`config.mk`:
```
export PLATFORM = sky130hd
export DESIGN_NAME = dvp_transmitter
export DESIGN_NICKNAME = d
export VERILOG_FILES = /design/src/rtl/dvp_pkg.sv /design/src/rtl/dvp_timing_gen.sv /design/src/rtl/dvp_transmitter.sv
export SDC_FILE = /design/constraint.sdc
export NUM_CORES = 1
export LEC_CHECK = 0
export ABC_AREA = 1
export CORE_MARGIN = 2
export CORE_UTILIZATION = 40
export CTS_BUF_LIST = sky130_fd_sc_hd__clkbuf_8 sky130_fd_sc_hd__clkbuf_16
export DETAILED_ROUTE_END_ITERATION = 10
export PLACE_DENSITY = 0.63
export SYNTH_ARGS = -nofsm -noshare
export SYNTH_HDL_FRONTEND = slang
export SYNTH_SLANG_ARGS = --single-unit
```
`constraint.sdc`:
```
create_clock -name clk_65mhz -period 2 [get_ports clk_65mhz]
set_input_delay 0.3 -clock clk_65mhz [delete_from_list [all_inputs] [get_ports clk_65mhz]]
set_output_delay 0.3 -clock clk_65mhz [all_outputs]
set_load 0.01 [all_outputs]
```
`src/rtl/dvp_pkg.sv`:
```
// -----------------------------------------------------------------------------
// dvp_pkg
// Shared definitions for the DVP (camera-style parallel video) transmitter.
//   dvp_state_t      : transmitter FSM state encoding
//   DEF_*            : default frame timing (QVGA, RGB565, two bytes per pixel)
// -----------------------------------------------------------------------------
package dvp_pkg;

  typedef enum logic [2:0] {
    ST_IDLE   = 3'd0,
    ST_VSYNC  = 3'd1,
    ST_VBACK  = 3'd2,
    ST_ACTIVE = 3'd3,
    ST_HBLANK = 3'd4
  } dvp_state_t;

  localparam int DEF_H_ACTIVE     = 320;
  localparam int DEF_V_ACTIVE     = 240;
  localparam int DEF_H_BLANK      = 144;
  localparam int DEF_VSYNC_LINES  = 3;
  localparam int DEF_V_BACK_LINES = 17;

endpackage

```
`src/rtl/dvp_timing_gen.sv`:
```
// -----------------------------------------------------------------------------
// dvp_timing_gen
// Byte-slot timing for the DVP transmitter: pixel-clock phase, slot-in-line
// counter and line-in-frame counter, plus the strobes the FSM steers by.
//   clk_65mhz   : clock
//   rst_n_in    : asynchronous active-low reset
//   run         : high while the FSM is out of IDLE; low clears everything
//   phase       : pixel clock level (toggles every cycle while running)
//   slot_adv    : this clock edge launches the next byte slot
//   line_end    : current slot is the last slot of a line period
//   active_end  : current slot is the last href-high slot of a line
//   odd_slot    : current slot carries a low byte when inside ACTIVE
//   vsync_end   : last slot of the last vsync line
//   vback_end   : last slot of the last back-porch line
//   last_line   : current line is the final active line of the frame
// Counters describe the slot currently on the bus. Slot 0 of line 0 is
// launched by the FSM on the IDLE exit edge, so counters start at zero.
// Assumes VSYNC_LINES >= 1 and V_BACK_LINES >= 1.
// -----------------------------------------------------------------------------
module dvp_timing_gen
  import dvp_pkg::*;
#(
  parameter int H_ACTIVE     = DEF_H_ACTIVE,
  parameter int V_ACTIVE     = DEF_V_ACTIVE,
  parameter int H_BLANK      = DEF_H_BLANK,
  parameter int VSYNC_LINES  = DEF_VSYNC_LINES,
  parameter int V_BACK_LINES = DEF_V_BACK_LINES
) (
  input  logic clk_65mhz,
  input  logic rst_n_in,
  input  logic run,
  output logic phase,
  output logic slot_adv,
  output logic line_end,
  output logic active_end,
  output logic odd_slot,
  output logic vsync_end,
  output logic vback_end,
  output logic last_line
);

  localparam int LINE_SLOTS  = 2 * H_ACTIVE + H_BLANK;
  localparam int FRAME_LINES = VSYNC_LINES + V_BACK_LINES + V_ACTIVE;
  localparam int SLOT_W      = (LINE_SLOTS > 1) ? $clog2(LINE_SLOTS) : 1;
  localparam int LINE_W      = (FRAME_LINES > 1) ? $clog2(FRAME_LINES) : 1;

  localparam logic [SLOT_W-1:0] SLOT_LAST   = SLOT_W'(LINE_SLOTS - 1);
  localparam logic [SLOT_W-1:0] ACTIVE_LAST = SLOT_W'(2 * H_ACTIVE - 1);
  localparam logic [LINE_W-1:0] VSYNC_LAST  = LINE_W'(VSYNC_LINES - 1);
  localparam logic [LINE_W-1:0] VBACK_LAST  = LINE_W'(VSYNC_LINES + V_BACK_LINES - 1);
  localparam logic [LINE_W-1:0] FRAME_LAST  = LINE_W'(FRAME_LINES - 1);

  logic              phase_reg;
  logic [SLOT_W-1:0] slot_cnt_reg;
  logic [LINE_W-1:0] line_cnt_reg;

  always_ff @(posedge clk_65mhz or negedge rst_n_in) begin
    if (!rst_n_in) begin
      phase_reg    <= 1'b0;
      slot_cnt_reg <= '0;
      line_cnt_reg <= '0;
    end else if (!run) begin
      phase_reg    <= 1'b0;
      slot_cnt_reg <= '0;
      line_cnt_reg <= '0;
    end else begin
      phase_reg <= ~phase_reg;
      // A new slot starts on the edge where pclk falls (phase 1 -> 0).
      if (phase_reg) begin
        if (slot_cnt_reg == SLOT_LAST) begin
          slot_cnt_reg <= '0;
          if (line_cnt_reg == FRAME_LAST) begin
            line_cnt_reg <= '0;
          end else begin
            line_cnt_reg <= line_cnt_reg + 1'b1;
          end
        end else begin
          slot_cnt_reg <= slot_cnt_reg + 1'b1;
        end
      end
    end
  end

  assign phase      = phase_reg;
  assign slot_adv   = run && phase_reg;
  assign line_end   = (slot_cnt_reg == SLOT_LAST);
  assign active_end = (slot_cnt_reg == ACTIVE_LAST);
  assign odd_slot   = slot_cnt_reg[0];
  assign vsync_end  = line_end && (line_cnt_reg == VSYNC_LAST);
  assign vback_end  = line_end && (line_cnt_reg == VBACK_LAST);
  assign last_line  = (line_cnt_reg == FRAME_LAST);

endmodule

```
`src/rtl/dvp_transmitter.sv`:
```
// -----------------------------------------------------------------------------
// dvp_transmitter
// Sends RGB565 frames over an 8-bit DVP bus (pclk / vsync / href / data),
// high byte of each pixel first.
//   clk_65mhz        : clock; pclk_out runs at half this rate
//   rst_n_in         : asynchronous active-low reset
//   enable_in        : keep sending frames; sampled only at frame boundaries
//   pixel_in         : RGB565 pixel source
//   pixel_valid_in   : pixel_in is valid
//   pixel_ready_out  : one-cycle pulse; pixel_in is taken at the end of it
//   pclk_out         : pixel clock, low in IDLE
//   vsync_out        : frame sync, active high
//   href_out         : active byte qualifier
//   data_out         : byte bus, zero whenever href_out is low
//   frame_start_out  : one-cycle pulse as a frame begins
//   frame_done_out   : one-cycle pulse as a frame completes
//   underflow_out    : sticky per frame; a pixel was needed but not valid
// Bus outputs only change on the edge where pclk falls, so the receiver sees
// stable data at every pclk rising edge.
// -----------------------------------------------------------------------------
module dvp_transmitter
  import dvp_pkg::*;
#(
  parameter int H_ACTIVE     = DEF_H_ACTIVE,
  parameter int V_ACTIVE     = DEF_V_ACTIVE,
  parameter int H_BLANK      = DEF_H_BLANK,
  parameter int VSYNC_LINES  = DEF_VSYNC_LINES,
  parameter int V_BACK_LINES = DEF_V_BACK_LINES
) (
  input  logic        clk_65mhz,
  input  logic        rst_n_in,
  input  logic        enable_in,
  input  logic [15:0] pixel_in,
  input  logic        pixel_valid_in,
  output logic        pixel_ready_out,
  output logic        pclk_out,
  output logic        vsync_out,
  output logic        href_out,
  output logic [7:0]  data_out,
  output logic        frame_start_out,
  output logic        frame_done_out,
  output logic        underflow_out
);

  dvp_state_t state_reg;
  logic       vsync_reg;
  logic       href_reg;
  logic [7:0] data_reg;
  logic [7:0] pix_low_reg;
  logic       ready_reg;
  logic       frame_start_reg;
  logic       frame_done_reg;
  logic       underflow_reg;

  logic run;
  logic phase;
  logic slot_adv;
  logic line_end;
  logic active_end;
  logic odd_slot;
  logic vsync_end;
  logic vback_end;
  logic last_line;
  logic launch_high;

  assign run = (state_reg != ST_IDLE);

  dvp_timing_gen #(
    .H_ACTIVE     (H_ACTIVE),
    .V_ACTIVE     (V_ACTIVE),
    .H_BLANK      (H_BLANK),
    .VSYNC_LINES  (VSYNC_LINES),
    .V_BACK_LINES (V_BACK_LINES)
  ) u_timing (
    .clk_65mhz  (clk_65mhz),
    .rst_n_in   (rst_n_in),
    .run        (run),
    .phase      (phase),
    .slot_adv   (slot_adv),
    .line_end   (line_end),
    .active_end (active_end),
    .odd_slot   (odd_slot),
    .vsync_end  (vsync_end),
    .vback_end  (vback_end),
    .last_line  (last_line)
  );

  // The next slot to launch carries the high byte of a fresh pixel.
  // Depends only on state and counters, so it is identical on the
  // pclk-rise edge and the following pclk-fall edge.
  always_comb begin
    launch_high = 1'b0;
    case (state_reg)
      ST_VBACK:  launch_high = vback_end;
      ST_ACTIVE: launch_high = odd_slot && !active_end;
      ST_HBLANK: launch_high = line_end && !last_line;
      default:   launch_high = 1'b0;
    endcase
  end

  always_ff @(posedge clk_65mhz or negedge rst_n_in) begin
    if (!rst_n_in) begin
      state_reg       <= ST_IDLE;
      vsync_reg       <= 1'b0;
      href_reg        <= 1'b0;
      data_reg        <= 8'h00;
      pix_low_reg     <= 8'h00;
      ready_reg       <= 1'b0;
      frame_start_reg <= 1'b0;
      frame_done_reg  <= 1'b0;
      underflow_reg   <= 1'b0;
    end else begin
      ready_reg       <= 1'b0;
      frame_start_reg <= 1'b0;
      frame_done_reg  <= 1'b0;

      if (state_reg == ST_IDLE) begin
        if (enable_in) begin
          // This edge launches slot 0 of the vsync region.
          state_reg       <= ST_VSYNC;
          frame_start_reg <= 1'b1;
          underflow_reg   <= 1'b0;
          vsync_reg       <= 1'b1;
          href_reg        <= 1'b0;
          data_reg        <= 8'h00;
        end
      end else if (!slot_adv) begin
        // pclk-rise edge: raise ready for the cycle that ends on the
        // launching edge, where pixel_in is captured.
        ready_reg <= launch_high;
      end else begin
        if (launch_high) begin
          href_reg    <= 1'b1;
          data_reg    <= pixel_valid_in ? pixel_in[15:8] : 8'h00;
          pix_low_reg <= pixel_valid_in ? pixel_in[7:0]  : 8'h00;
          if (!pixel_valid_in) begin
            underflow_reg <= 1'b1;
          end
        end

        case (state_reg)
          ST_VSYNC: begin
            if (vsync_end) begin
              state_reg <= ST_VBACK;
              vsync_reg <= 1'b0;
            end
          end
          ST_VBACK: begin
            if (vback_end) begin
              state_reg <= ST_ACTIVE;
            end
          end
          ST_ACTIVE: begin
            if (active_end) begin
              state_reg <= ST_HBLANK;
              href_reg  <= 1'b0;
              data_reg  <= 8'h00;
            end else if (!odd_slot) begin
              data_reg <= pix_low_reg;
            end
          end
          ST_HBLANK: begin
            if (line_end && last_line) begin
              frame_done_reg <= 1'b1;
              if (enable_in) begin
                state_reg       <= ST_VSYNC;
                frame_start_reg <= 1'b1;
                underflow_reg   <= 1'b0;
                vsync_reg       <= 1'b1;
              end else begin
                state_reg <= ST_IDLE;
              end
            end else if (line_end) begin
              state_reg <= ST_ACTIVE;
            end
          end
          default: ;
        endcase
      end
    end
  end

  assign pclk_out        = phase;
  assign vsync_out       = vsync_reg;
  assign href_out        = href_reg;
  assign data_out        = data_reg;
  assign pixel_ready_out = ready_reg;
  assign frame_start_out = frame_start_reg;
  assign frame_done_out  = frame_done_reg;
  assign underflow_out   = underflow_reg;

endmodule
```
==> results of run 1 <==
==> cell usage in the layout, fill, tap and decap left out, types with 2 or more instances in the layout <==
master / Yosys / layout
sky130_fd_sc_hd__inv_1: 43 / 43
sky130_fd_sc_hd__nand2_2: 2 / 2
sky130_fd_sc_hd__a21oi_1: 19 / 19
sky130_fd_sc_hd__clkbuf_8: 1 / 5
sky130_fd_sc_hd__dfrtp_1: 45 / 45
sky130_fd_sc_hd__xor2_1: 3 / 3
sky130_fd_sc_hd__buf_4: 2 / 9
sky130_fd_sc_hd__nand2_1: 83 / 83
sky130_fd_sc_hd__o22ai_1: 2 / 2
sky130_fd_sc_hd__nand4_1: 13 / 13
sky130_fd_sc_hd__nand3_2: 4 / 5
sky130_fd_sc_hd__nand3_1: 35 / 34
sky130_fd_sc_hd__clkdlybuf4s50_1: 0 / 33
sky130_fd_sc_hd__nor2_1: 30 / 29
sky130_fd_sc_hd__nor3_4: 2 / 2
sky130_fd_sc_hd__ha_1: 3 / 2
sky130_fd_sc_hd__inv_2: 4 / 4
sky130_fd_sc_hd__nor2_2: 4 / 4
sky130_fd_sc_hd__nor3_1: 9 / 8
sky130_fd_sc_hd__o21ai_0: 24 / 24
==> path summary, 6_finish.rpt <==
path / end
worst min-delay path: data_out[6]$_DFFE_PN0P_
worst min register to register: href_out$_DFFE_PN0P_
max in group asynchronous: vsync_out$_DFFE_PN0P_
worst max-delay path: u_timing.line_cnt_reg[8]$_DFFE_PN0P_
worst max register to register: u_timing.line_cnt_reg[8]$_DFFE_PN0P_
min in group clk_65mhz: href_out$_DFFE_PN0P_
==> critical path: cells and delay by family, from the launching register on <==
kind                       cells  cell delay (ns)
and+or+nand+nor                6             0.98
DFF                            1             0.38
adders and majority gates      1             0.23
AOI/OAI and AO/OA              1             0.15
==> cell type report <==
type,count,area [µm²],area share [%]
Tap cell,77,96.3,3.03
Multi-Input combinational cell,242,1220,38.6
Inverter,48,181,5.71
Sequential cell,45,1130,35.4
Clock buffer,5,68.8,2.17
Clock inverter,3,46.3,1.46
Timing Repair Buffer,45,433,13.6
==> per-layer routing <==
metal / share of wire (%) / global-route usage (%) / vias to the layer above
met5: 0 / 0 / -
met4: 1.6 / 6.74 / 0
met3: 3.7 / 3.83 / 8
met2: 45 / 27.5 / 44
met1: 49 / 25.3 / 1109
li1: - / - / 1210
==> cell families (layout without fill, tap and decap cells) <==
logic type / after synthesis / in the layout / share of synthesized area (%)
AOI/OAI and AO/OA: 49 / 49 / 10.1
xor gates and xnor gates: 3 / 3 / 1.02
adders and majority gates: 3 / 3 / 1.46
buffers and inverters: 54 / 101 / 9.47
DFF: 45 / 45 / 43.7
and+or+nand+nor: 187 / 187 / 34.2
==> stage by stage <==
| step | worst slack, ns | cell area (µm²) | TNS [ns] |
|---|---|---|---|
| finish | 0.165 | 3180 | 0 |
| global route | -0.00205 | 3180 | -0.00205 |
| CTS | 0.0641 | 3160 | 0 |
| detailed placement | 0.108 | 3030 | 0 |
| global placement | 0.184 | 3030 | 0 |
| floorplan | 0.218 | 2570 | 0 |
==> synthesized netlist by cell type, types with 4 or more instances <==
master                    number
sky130_fd_sc_hd__inv_2         4
sky130_fd_sc_hd__nand3_1      35
sky130_fd_sc_hd__nand2_1      83
sky130_fd_sc_hd__dfrtp_1      45
sky130_fd_sc_hd__o21ai_0      24
sky130_fd_sc_hd__nand4_1      13
sky130_fd_sc_hd__nor3_1        9
sky130_fd_sc_hd__inv_1        43
sky130_fd_sc_hd__nor2_2        4
sky130_fd_sc_hd__nand3_2       4
sky130_fd_sc_hd__nor2_1       30
sky130_fd_sc_hd__a21oi_1      19
==> power breakdown <==
group / switching [mW] / internal (mW)
clock network: 0.335 / 0.374
registers: 0.000449 / 0.910
logic: 0.0329 / 0.0410
total: 0.368 / 1.33
==> timing repair <==
item                                   CTS  global route
hold buffers                             1             0
resized for setup                        0             5
setup endpoints to repair                0            13
endpoints found under the hold margin   20             0
==> metrics.log, run 1 <==
[metrics] Starting DRT DRC Count: 162
[metrics] final hold slack: about 0.49 ns
[metrics] total gr overflow: 0
[metrics] total iterations of the first detailed-routing run: 4
[metrics] number of synthesized flops with an enable pin: 0
[metrics] slew of the pin with the lowest slew margin: 0.510 ns
[metrics] WL per Instance: 13.0 µm
[metrics] largest incremental delay on the critical path: around 0.38 ns
[metrics] Power, Total: 1.69 mW
[metrics] critical path data arrival time: about 2 ns
[metrics] Finished Layout Cells: approximately 470
[metrics] vertical die dimension: 84.2 µm
[metrics] Setup Fix Bufs, Post-CTS: 0
[metrics] run status: complete, no violations
[metrics] min-delay worst type: input pin to async pin
[metrics] Synthesized Nets: ~360
[metrics] vias after detailed routing: ~2400
[metrics] worst-case clock skew: approximately 0.01 ns
[metrics] worst vdd ir: about 0.26 mV
[metrics] max_slew headroom: roughly two thirds
[metrics] buffer depth of the longest clock path: 2
[metrics] proportion of layout cells with a drive suffix above 1: between 10% and 20%
[metrics] detailed-route wire length: 6060 µm
[metrics] remaining design rule violation count: 0
[metrics] portion of synthesized cell area occupied by the leading cell type: 43.7%
[metrics] pin count of the biggest net entering global routing: 26
[metrics] Layout area overhead: 23.4%
[metrics] cell total after placement: 456
[metrics] total of max-cap violations: 0
[metrics] Clk pin slew, worst setup/hold paths: about 0.09 ns
[metrics] Critical Path Source: u_timing.slot_cnt_reg[1]$_DFFE_PN0N_
[metrics] vias in the first global route: roughly 2200
[metrics] power density over the cells: between 500 and 600 nW/µm²
[metrics] Initial Util: between 40% and 50%
[metrics] horizontal extent of the die: around 84 µm
[metrics] CTS tree: yes
[metrics] R2R setup slack: 0.16 ns
[metrics] Mapped Avg Cell Area: 7.55 µm²
[metrics] number of buffers inserted during clock tree synthesis: 5
[metrics] cell area after synthesis: about 2600 µm²
[metrics] post-synthesis async set-or-reset flop share: 100%
[metrics] Setup violations, final: 0
[metrics] worst-case reg-to-reg path depth: 8
[metrics] number of instances in the synthesized netlist: 341
[metrics] flip-flop and latch count after synthesis: 45
[metrics] kind of start point of the critical path: register
[metrics] f_max: between 500 and 600 MHz
[metrics] wire length of the first global-routing pass: approximately 10000 µm
[metrics] cells along the critical path: ha_2 > nand3_4 > nor3_4 > nor2_1 > nor2_4 > nand2_1 > o21ai_0 > nor3b_1
[metrics] final hold violations: 0
[metrics] number of antenna cells inserted: 0
[metrics] leading register cell type out of synthesis: sky130_fd_sc_hd__dfrtp_1
[metrics] number of pins with negative max-slew slack in the final report: 0
[metrics] number of antenna violations at the first check in global routing: 0
[metrics] Critical R2R Launch: u_timing.slot_cnt_reg[1]$_DFFE_PN0N_
[metrics] residual antenna-violating net count after detailed routing: 0
[metrics] area of the core region: approximately 6300 µm²
[metrics] clock latency of the later-clocked register in the worst-skew pair: ~0.31 ns
[metrics] Die Outline Area: slightly above 7000 µm²
[metrics] number of flip-flops in the largest register: 10
[metrics] clock tree sinks: 45
[metrics] final critical-path share of the clock period: approximately nine tenths
[metrics] Vias per Instance: 5.10
[metrics] fillcell total: around 630
[metrics] total I/O pin count: 35
[metrics] data required time of the worst path: about 2.2 ns
[metrics] number of port buffers: 34
[metrics] leading cell types by total area after synthesis: sky130_fd_sc_hd__dfrtp_1 (44%), sky130_fd_sc_hd__nand2_1 (12%), sky130_fd_sc_hd__nand3_1 (6.8%), sky130_fd_sc_hd__inv_1 (6.3%), sky130_fd_sc_hd__o21ai_0 (4.7%)
[metrics] cell leakage power: between 1.5 and 2 nW
[metrics] post-route core utilization: between 50% and 60%
[metrics] portion of the post-synthesis area used by sequential elements: a little over two fifths
[metrics] crit path time final: ~1.8 ns
[metrics] clock tree root buffer cell: sky130_fd_sc_hd__clkbuf_8
[metrics] number of levels the H-tree was split into: 2
[metrics] number of nets at the end of the flow: 410
[metrics] Crit. End Element: register
[metrics] leading area contributor after synthesis: sky130_fd_sc_hd__dfrtp_1
[metrics] Final Wtd Congestion: between 0.8 and 0.9
[metrics] std cell rows: 29
[metrics] critical path peak fanout: 6
[metrics] Yosys warning total: 0
[metrics] overall fraction of global-route tracks in use: 18.0%
[metrics] number of library cell types mapped by synthesis: 30
[metrics] dpl hpwl: roughly 4700 µm
[metrics] Critical Setup Path Class: register to register
[metrics] Max stage delay cell, worst path: sky130_fd_sc_hd__dfrtp_1
Note: power is estimated with default switching activity, not from simulation.
==> inputs of run 2 (changes only) <==
Settings changed: PLACE_DENSITY 0.63 to default.
==> run 2 against run 1 <==
Effect of this change: non-clock buffer count grew 3; cell count up 0.43%; wire length grew 0.48%; worst setup slack lost 0.021 ns; final area shrank 0.87%; clock-buffer cell count up 1; register-to-register slack got worse by 0.02 ns; hold slack got worse by 0.42 ns; sequential share of layout area is 0.31 points higher; sequential power about the same.
==> metrics.log, run 2 (synthesis results as in run 1) <==
[metrics] Layout area overhead: 22.3%
[metrics] post-route core utilization: between 50% and 60%
[metrics] number of antenna violations at the first check in global routing: 0
[metrics] final critical-path share of the clock period: 92.8%
[metrics] leading cell type in the layout, fill and taps excluded: sky130_fd_sc_hd__nand2_1
[metrics] routing usage on met1: about 27%
[metrics] final hold violations: 0
[metrics] Finished Layout Cells: roughly 470
[metrics] layer with the highest usage: met2
[metrics] Initial Util: roughly 41%
[metrics] number of nets at the end of the flow: around 410
[metrics] global routing met2 resource utilization: between 20 and 30%
[metrics] Die Outline Area: roughly 7000 µm²
[metrics] proportion of layout cells with a drive suffix above 1: a little over a tenth
[metrics] area of placed instances: ~3000 µm²
[metrics] largest incremental delay on the critical path: 0.38 ns
[metrics] horizontal extent of the die: ~84 µm
[metrics] WL per Instance: 13.0 µm
[metrics] critical path data arrival time: 2.03 ns
[metrics] cells along the critical path: ha_2 > nand3_4 > nor3_4 > nor2_1 > nor2_2 > buf_4 > inv_2 > o22ai_1 > a21boi_1
[metrics] CTS tree: yes
[metrics] data required time of the worst path: 2.18 ns
[metrics] number of levels the H-tree was split into: 2
[metrics] met3 usage: ~3.1%
[metrics] total gr overflow: 0
[metrics] number of antenna cells inserted: 0
[metrics] Max stage delay cell, worst path: sky130_fd_sc_hd__dfrtp_1
[metrics] f_max: about 540 MHz
[metrics] number of buffers inserted during clock tree synthesis: 5
[metrics] buffer depth of the longest clock path: 2
[metrics] dpl hpwl: 4650 µm
[metrics] setup_tns: 0 ns
[metrics] cell leakage power: about 1.5 nW
[metrics] critical path peak fanout: 9
[metrics] total iterations of the first detailed-routing run: 4
[metrics] clock tree sinks: 45
[metrics] pin count of the biggest net entering global routing: 46
[metrics] Critical Setup Path Class: register to register
[metrics] crit path time final: 1.86 ns
[metrics] overall fraction of global-route tracks in use: a little under a fifth
[metrics] clock latency of the later-clocked register in the worst-skew pair: around 0.3 ns
[metrics] Final Wtd Congestion: approximately 0.86
[metrics] worst vdd ir: about 0.22 mV
[metrics] slew of the pin with the lowest slew margin: about 0.56 ns
[metrics] Starting DRT DRC Count: a little under 100
[metrics] vias after detailed routing: roughly 2300
[metrics] worst-case clock skew: ~0.0090 ns
[metrics] remaining design rule violation count: 0
[metrics] Clk pin slew, worst setup/hold paths: roughly 0.08 ns
[metrics] number of flip-flops in the largest register: 10
[metrics] run status: complete, no violations
[metrics] vias in the first global route: 2292
[metrics] cell total after placement: approximately 460
[metrics] total of max-cap violations: 0
[metrics] std cell rows: 29
[metrics] kind of start point of the critical path: register
[metrics] number of port buffers: 34
[metrics] max_slew headroom: ~63%
[metrics] residual antenna-violating net count after detailed routing: 0
[metrics] setup repair after global routing missed its margin: no
[metrics] power density over the cells: between 400 and 500 nW/µm²
[metrics] total I/O pin count: 35
[metrics] most used cells in the layout excluding fill and tap cells: sky130_fd_sc_hd__nand2_1 (83), sky130_fd_sc_hd__dfrtp_1 (45), sky130_fd_sc_hd__inv_1 (43)
[metrics] number of pins with negative max-slew slack in the final report: 0
[metrics] design area: between 3000 and 4000 µm²
[metrics] wire length of the first global-routing pass: between 10000 and 15000 µm
[metrics] R2R setup slack: ~0.14 ns
[metrics] clock tree root buffer cell: sky130_fd_sc_hd__clkbuf_8
[metrics] min-delay worst type: input pin to async pin
[metrics] Crit. End Element: register
[metrics] vertical die dimension: roughly 84 µm
[metrics] detailed-route wire length: 6090 µm
[metrics] Vias per Instance: around 5
[metrics] Setup violations, final: 0
[metrics] area of the core region: 6280 µm²
run 2: cell types whose count changed in the layout (fill, tap and decap cells not counted), sizes merged:
cell and delta:
clkbuf +1, dlygate4sd3 -1, bufinv -1, buf +4, clkinvlp -1, clkinv -2, inv +2
run 2: per-stage QoR:
step                power, mW  setup slack, ns  hold slack [ns]
global route             1.61          0.00285            0.109
detailed placement       1.00            0.118            0.419
finish                   1.54            0.144           0.0676
floorplan               0.941            0.218          0.00441
CTS                      1.56            0.107           0.0915
global placement        0.999            0.186            0.417
run 2: critical path, delay by kind of cell (launching register included):
| family | cells | cell delay [ns] |
|---|---|---|
| compound gates | 2 | 0.28 |
| fa+ha+maj | 1 | 0.23 |
| buf+inv | 2 | 0.22 |
| flops | 1 | 0.38 |
| simple gates | 4 | 0.62 |
run 2: per-layer routing:
layer	vias to the layer above	share of wire, %
met4	0	1.6
met5	-	0
li1	1213	-
met1	1086	50
met3	9	3.7
met2	37	45
run 2: cell type report:
class / instances / area [µm²]
fillers: 635 / 3130
clock buffers: 6 / 82.6
inverters: 48 / 183
well taps: 77 / 96.3
multi-input cells: 242 / 1220
repair buffers: 48 / 440
flip-flops and latches: 45 / 1130
clock inverters: 1 / 3.75
run 2: power by group:
part           switching, mW  internal, mW  leakage, nW
logic                 0.0318        0.0372        0.921
registers           0.000413         0.910        0.555
clock network          0.288         0.269       0.0485
run 2: worst paths after layout:
check,cells past startpoint,from,endpoint
hold reg to reg,2,href_out$_DFFE_PN0P_,href_out$_DFFE_PN0P_
setup reg to reg,9,u_timing.slot_cnt_reg[1]$_DFFE_PN0N_,u_timing.line_cnt_reg[7]$_DFFE_PN0P_
min in group clk_65mhz,2,href_out$_DFFE_PN0P_,href_out$_DFFE_PN0P_
hold / removal,2,rst_n_in,u_timing.line_cnt_reg[0]$_DFFE_PN0P_
max in group asynchronous,2,rst_n_in,data_out[7]$_DFFE_PN0P_
setup / recovery,9,u_timing.slot_cnt_reg[1]$_DFFE_PN0N_,u_timing.line_cnt_reg[7]$_DFFE_PN0P_
run 2: repair_timing:
action,CTS,global route
buffers inserted,0,2
resized for setup,0,5
hold buffers,0,0
setup endpoints to repair,0,12
==> inputs of run 3 (changes only) <==
==> constraint.sdc (replaced) <==
create_clock -name clk_65mhz -period 2 [get_ports clk_65mhz]
set_input_delay 0.4 -clock clk_65mhz [delete_from_list [all_inputs] [get_ports clk_65mhz]]
set_output_delay 0.4 -clock clk_65mhz [all_outputs]
set_load 0.01 [all_outputs]
==> run 3 against run 2 <==
Effect of this change: combinational power increased by 5.2%; maximum frequency decreased by 1.9%; global-route usage down 1.4 points; hold slack gained 0.0039 ns; largest cell class unchanged.
==> metrics.log, run 3 (synthesis results as in run 1) <==
[metrics] run status: complete, no violations
[metrics] Crit. End Element: register
[metrics] quantity of hold-fixing buffers added after cts: 0
[metrics] number of antenna violations at the first check in global routing: 0
[metrics] routing usage on met1: a little over a quarter
[metrics] setup_tns: 0 ns
[metrics] multi-input logic area: approximately 1200 µm²
[metrics] min-delay worst type: input pin to async pin
[metrics] total gr overflow: 0
[metrics] vertical die dimension: between 80 and 90 µm
[metrics] layer with the highest usage: met1
[metrics] Initial Util: between 40% and 50%
[metrics] clock tree root buffer cell: sky130_fd_sc_hd__clkbuf_8
[metrics] cell total after placement: between 400 and 500
[metrics] number of buffers inserted during clock tree synthesis: 5
[metrics] max_slew headroom: around 72%
[metrics] number of levels the H-tree was split into: 2
[metrics] CTS tree: yes
[metrics] Critical Setup Path Class: register to register
[metrics] vias after detailed routing: 2400
[metrics] number of flip-flops in the largest register: 10
[metrics] f_max: 528 MHz
[metrics] Vias per Instance: slightly above 5
[metrics] Finished Layout Cells: around 470
[metrics] Die Outline Area: between 7000 and 8000 µm²
[metrics] global routing met2 resource utilization: between 20% and 30%
[metrics] cell leakage power: 1.54 nW
[metrics] fillcell total: ~620
[metrics] Starting DRT DRC Count: between 150 and 200
[metrics] overall fraction of global-route tracks in use: between 15 and 20%
[metrics] slew of the pin with the lowest slew margin: roughly 0.42 ns
[metrics] total iterations of the first detailed-routing run: 4
[metrics] WL per Instance: roughly 13 µm
[metrics] proportion of layout cells with a drive suffix above 1: a little under an eighth
[metrics] most used cells in the layout excluding fill and tap cells: sky130_fd_sc_hd__nand2_1 (83), sky130_fd_sc_hd__dfrtp_1 (45), sky130_fd_sc_hd__inv_1 (42)
[metrics] critical path data arrival time: approximately 2.1 ns
[metrics] power density over the cells: 504 nW/µm²
[metrics] Layout area overhead: 23.1%
[metrics] register area: ~1100 µm²
[metrics] area of the core region: 6280 µm²
[metrics] horizontal extent of the die: approximately 84 µm
[metrics] met3 usage: about 2.9%
[metrics] number of antenna cells inserted: 0
[metrics] clock tree sinks: 45
[metrics] Final Wtd Congestion: approximately 0.90
[metrics] worst vdd ir: approximately 0.22 mV
[metrics] final hold violations: 0
[metrics] pin count of the biggest net entering global routing: 46
[metrics] dpl hpwl: around 4600 µm
[metrics] final critical-path share of the clock period: between 90 and 100%
[metrics] worst-case clock skew: 0.0149 ns
[metrics] residual antenna-violating net count after detailed routing: 0
[metrics] number of nets at the end of the flow: a little over 400
[metrics] crit path time final: ~1.9 ns
[metrics] buffer depth of the longest clock path: 2
[metrics] Clk pin slew, worst setup/hold paths: approximately 0.090 ns
[metrics] std cell rows: 29
[metrics] critical path peak fanout: 7
[metrics] number of pins with negative max-slew slack in the final report: 0
[metrics] kind of start point of the critical path: register
[metrics] data required time of the worst path: roughly 2.2 ns
[metrics] detailed-route wire length: around 6000 µm
[metrics] vias in the first global route: around 2100
[metrics] wire length of the first global-routing pass: just over 10000 µm
[metrics] clock latency of the later-clocked register in the worst-skew pair: 0.30 ns
[metrics] post-route core utilization: between 50% and 60%
[metrics] Setup violations, final: 0
[metrics] total I/O pin count: 35
[metrics] total of max-cap violations: 0
[metrics] remaining design rule violation count: 0
[metrics] number of port buffers: 34
[metrics] leading cell type in the layout, fill and taps excluded: sky130_fd_sc_hd__nand2_1
run 3: per-stage QoR:
| step | instance area, µm² | power, mW | hold slack [ns] | worst slack [ns] |
|---|---|---|---|---|
| after CTS | 3140 | 1.62 | 0.0715 | 0.0966 |
| after detailed placement | 3040 | 1.00 | 0.398 | 0.0970 |
| after floorplan | 2570 | 0.941 | 0.104 | 0.218 |
| final | 3170 | 1.60 | 0.0715 | 0.107 |
| after global placement | 3040 | 1.00 | 0.397 | 0.210 |
| after global routing | 3170 | 1.66 | 0.0801 | -0.0360 |
run 3: worst paths after layout:
path                            cells after the start                                 start  slack, ns                                    to
worst max-delay path                               12  u_timing.slot_cnt_reg[1]$_DFFE_PN0N_       0.11               data_out[7]$_DFFE_PN0P_
max in group asynchronous                           2                              rst_n_in       1.71  u_timing.slot_cnt_reg[0]$_DFFE_PN0N_
worst min register to register                      2                  href_out$_DFFE_PN0P_       0.51                  href_out$_DFFE_PN0P_
min in group clk_65mhz                              2                  href_out$_DFFE_PN0P_       0.51                  href_out$_DFFE_PN0P_
worst max register to register                     12  u_timing.slot_cnt_reg[1]$_DFFE_PN0N_       0.11               data_out[7]$_DFFE_PN0P_
worst min-delay path                                2                              rst_n_in       0.07               data_out[4]$_DFFE_PN0P_
run 3: report_power, final:
part / switching (mW) / total (mW) / internal, mW
logic: 0.0325 / 0.0725 / 0.0400
registers: 0.000636 / 0.911 / 0.910
clock network: 0.301 / 0.614 / 0.313
total: 0.335 / 1.60 / 1.26
run 3: area by class of cell:
| type | instances | area share, % |
|---|---|---|
| flip-flops and latches | 45 | 35.5 |
| well taps | 77 | 3.04 |
| multi-input cells | 242 | 38.2 |
| repair buffers | 48 | 14.3 |
| inverters | 48 | 5.72 |
| clock buffers | 7 | 3.04 |
| clock inverters | 1 | 0.158 |
run 3: repair_timing:
item,in CTS,in global routing
setup endpoints to repair,0,4
resized for setup,0,4
setup buffers,0,3
hold endpoints to repair,0,0
run 3: routing by layer:
metal	vias up	share of wire (%)
li1	1215	-
met1	1117	50
met2	61	44
met3	7	5.3
met4	0	1.4
met5	-	0
run 3: worst max-delay path, stage by stage (launching register included):
cell                      delay [ns]
sky130_fd_sc_hd__dfrtp_1        0.38
sky130_fd_sc_hd__ha_2           0.23
sky130_fd_sc_hd__nand3_4        0.08
sky130_fd_sc_hd__nor3_4         0.27
sky130_fd_sc_hd__buf_4          0.17
sky130_fd_sc_hd__nand3_2        0.09
sky130_fd_sc_hd__nand3_2        0.14
sky130_fd_sc_hd__buf_4          0.16
sky130_fd_sc_hd__nand2_1        0.05
sky130_fd_sc_hd__nand3_1        0.07
sky130_fd_sc_hd__nand2_1        0.06
sky130_fd_sc_hd__nand2_1        0.06
sky130_fd_sc_hd__nand2_1        0.04
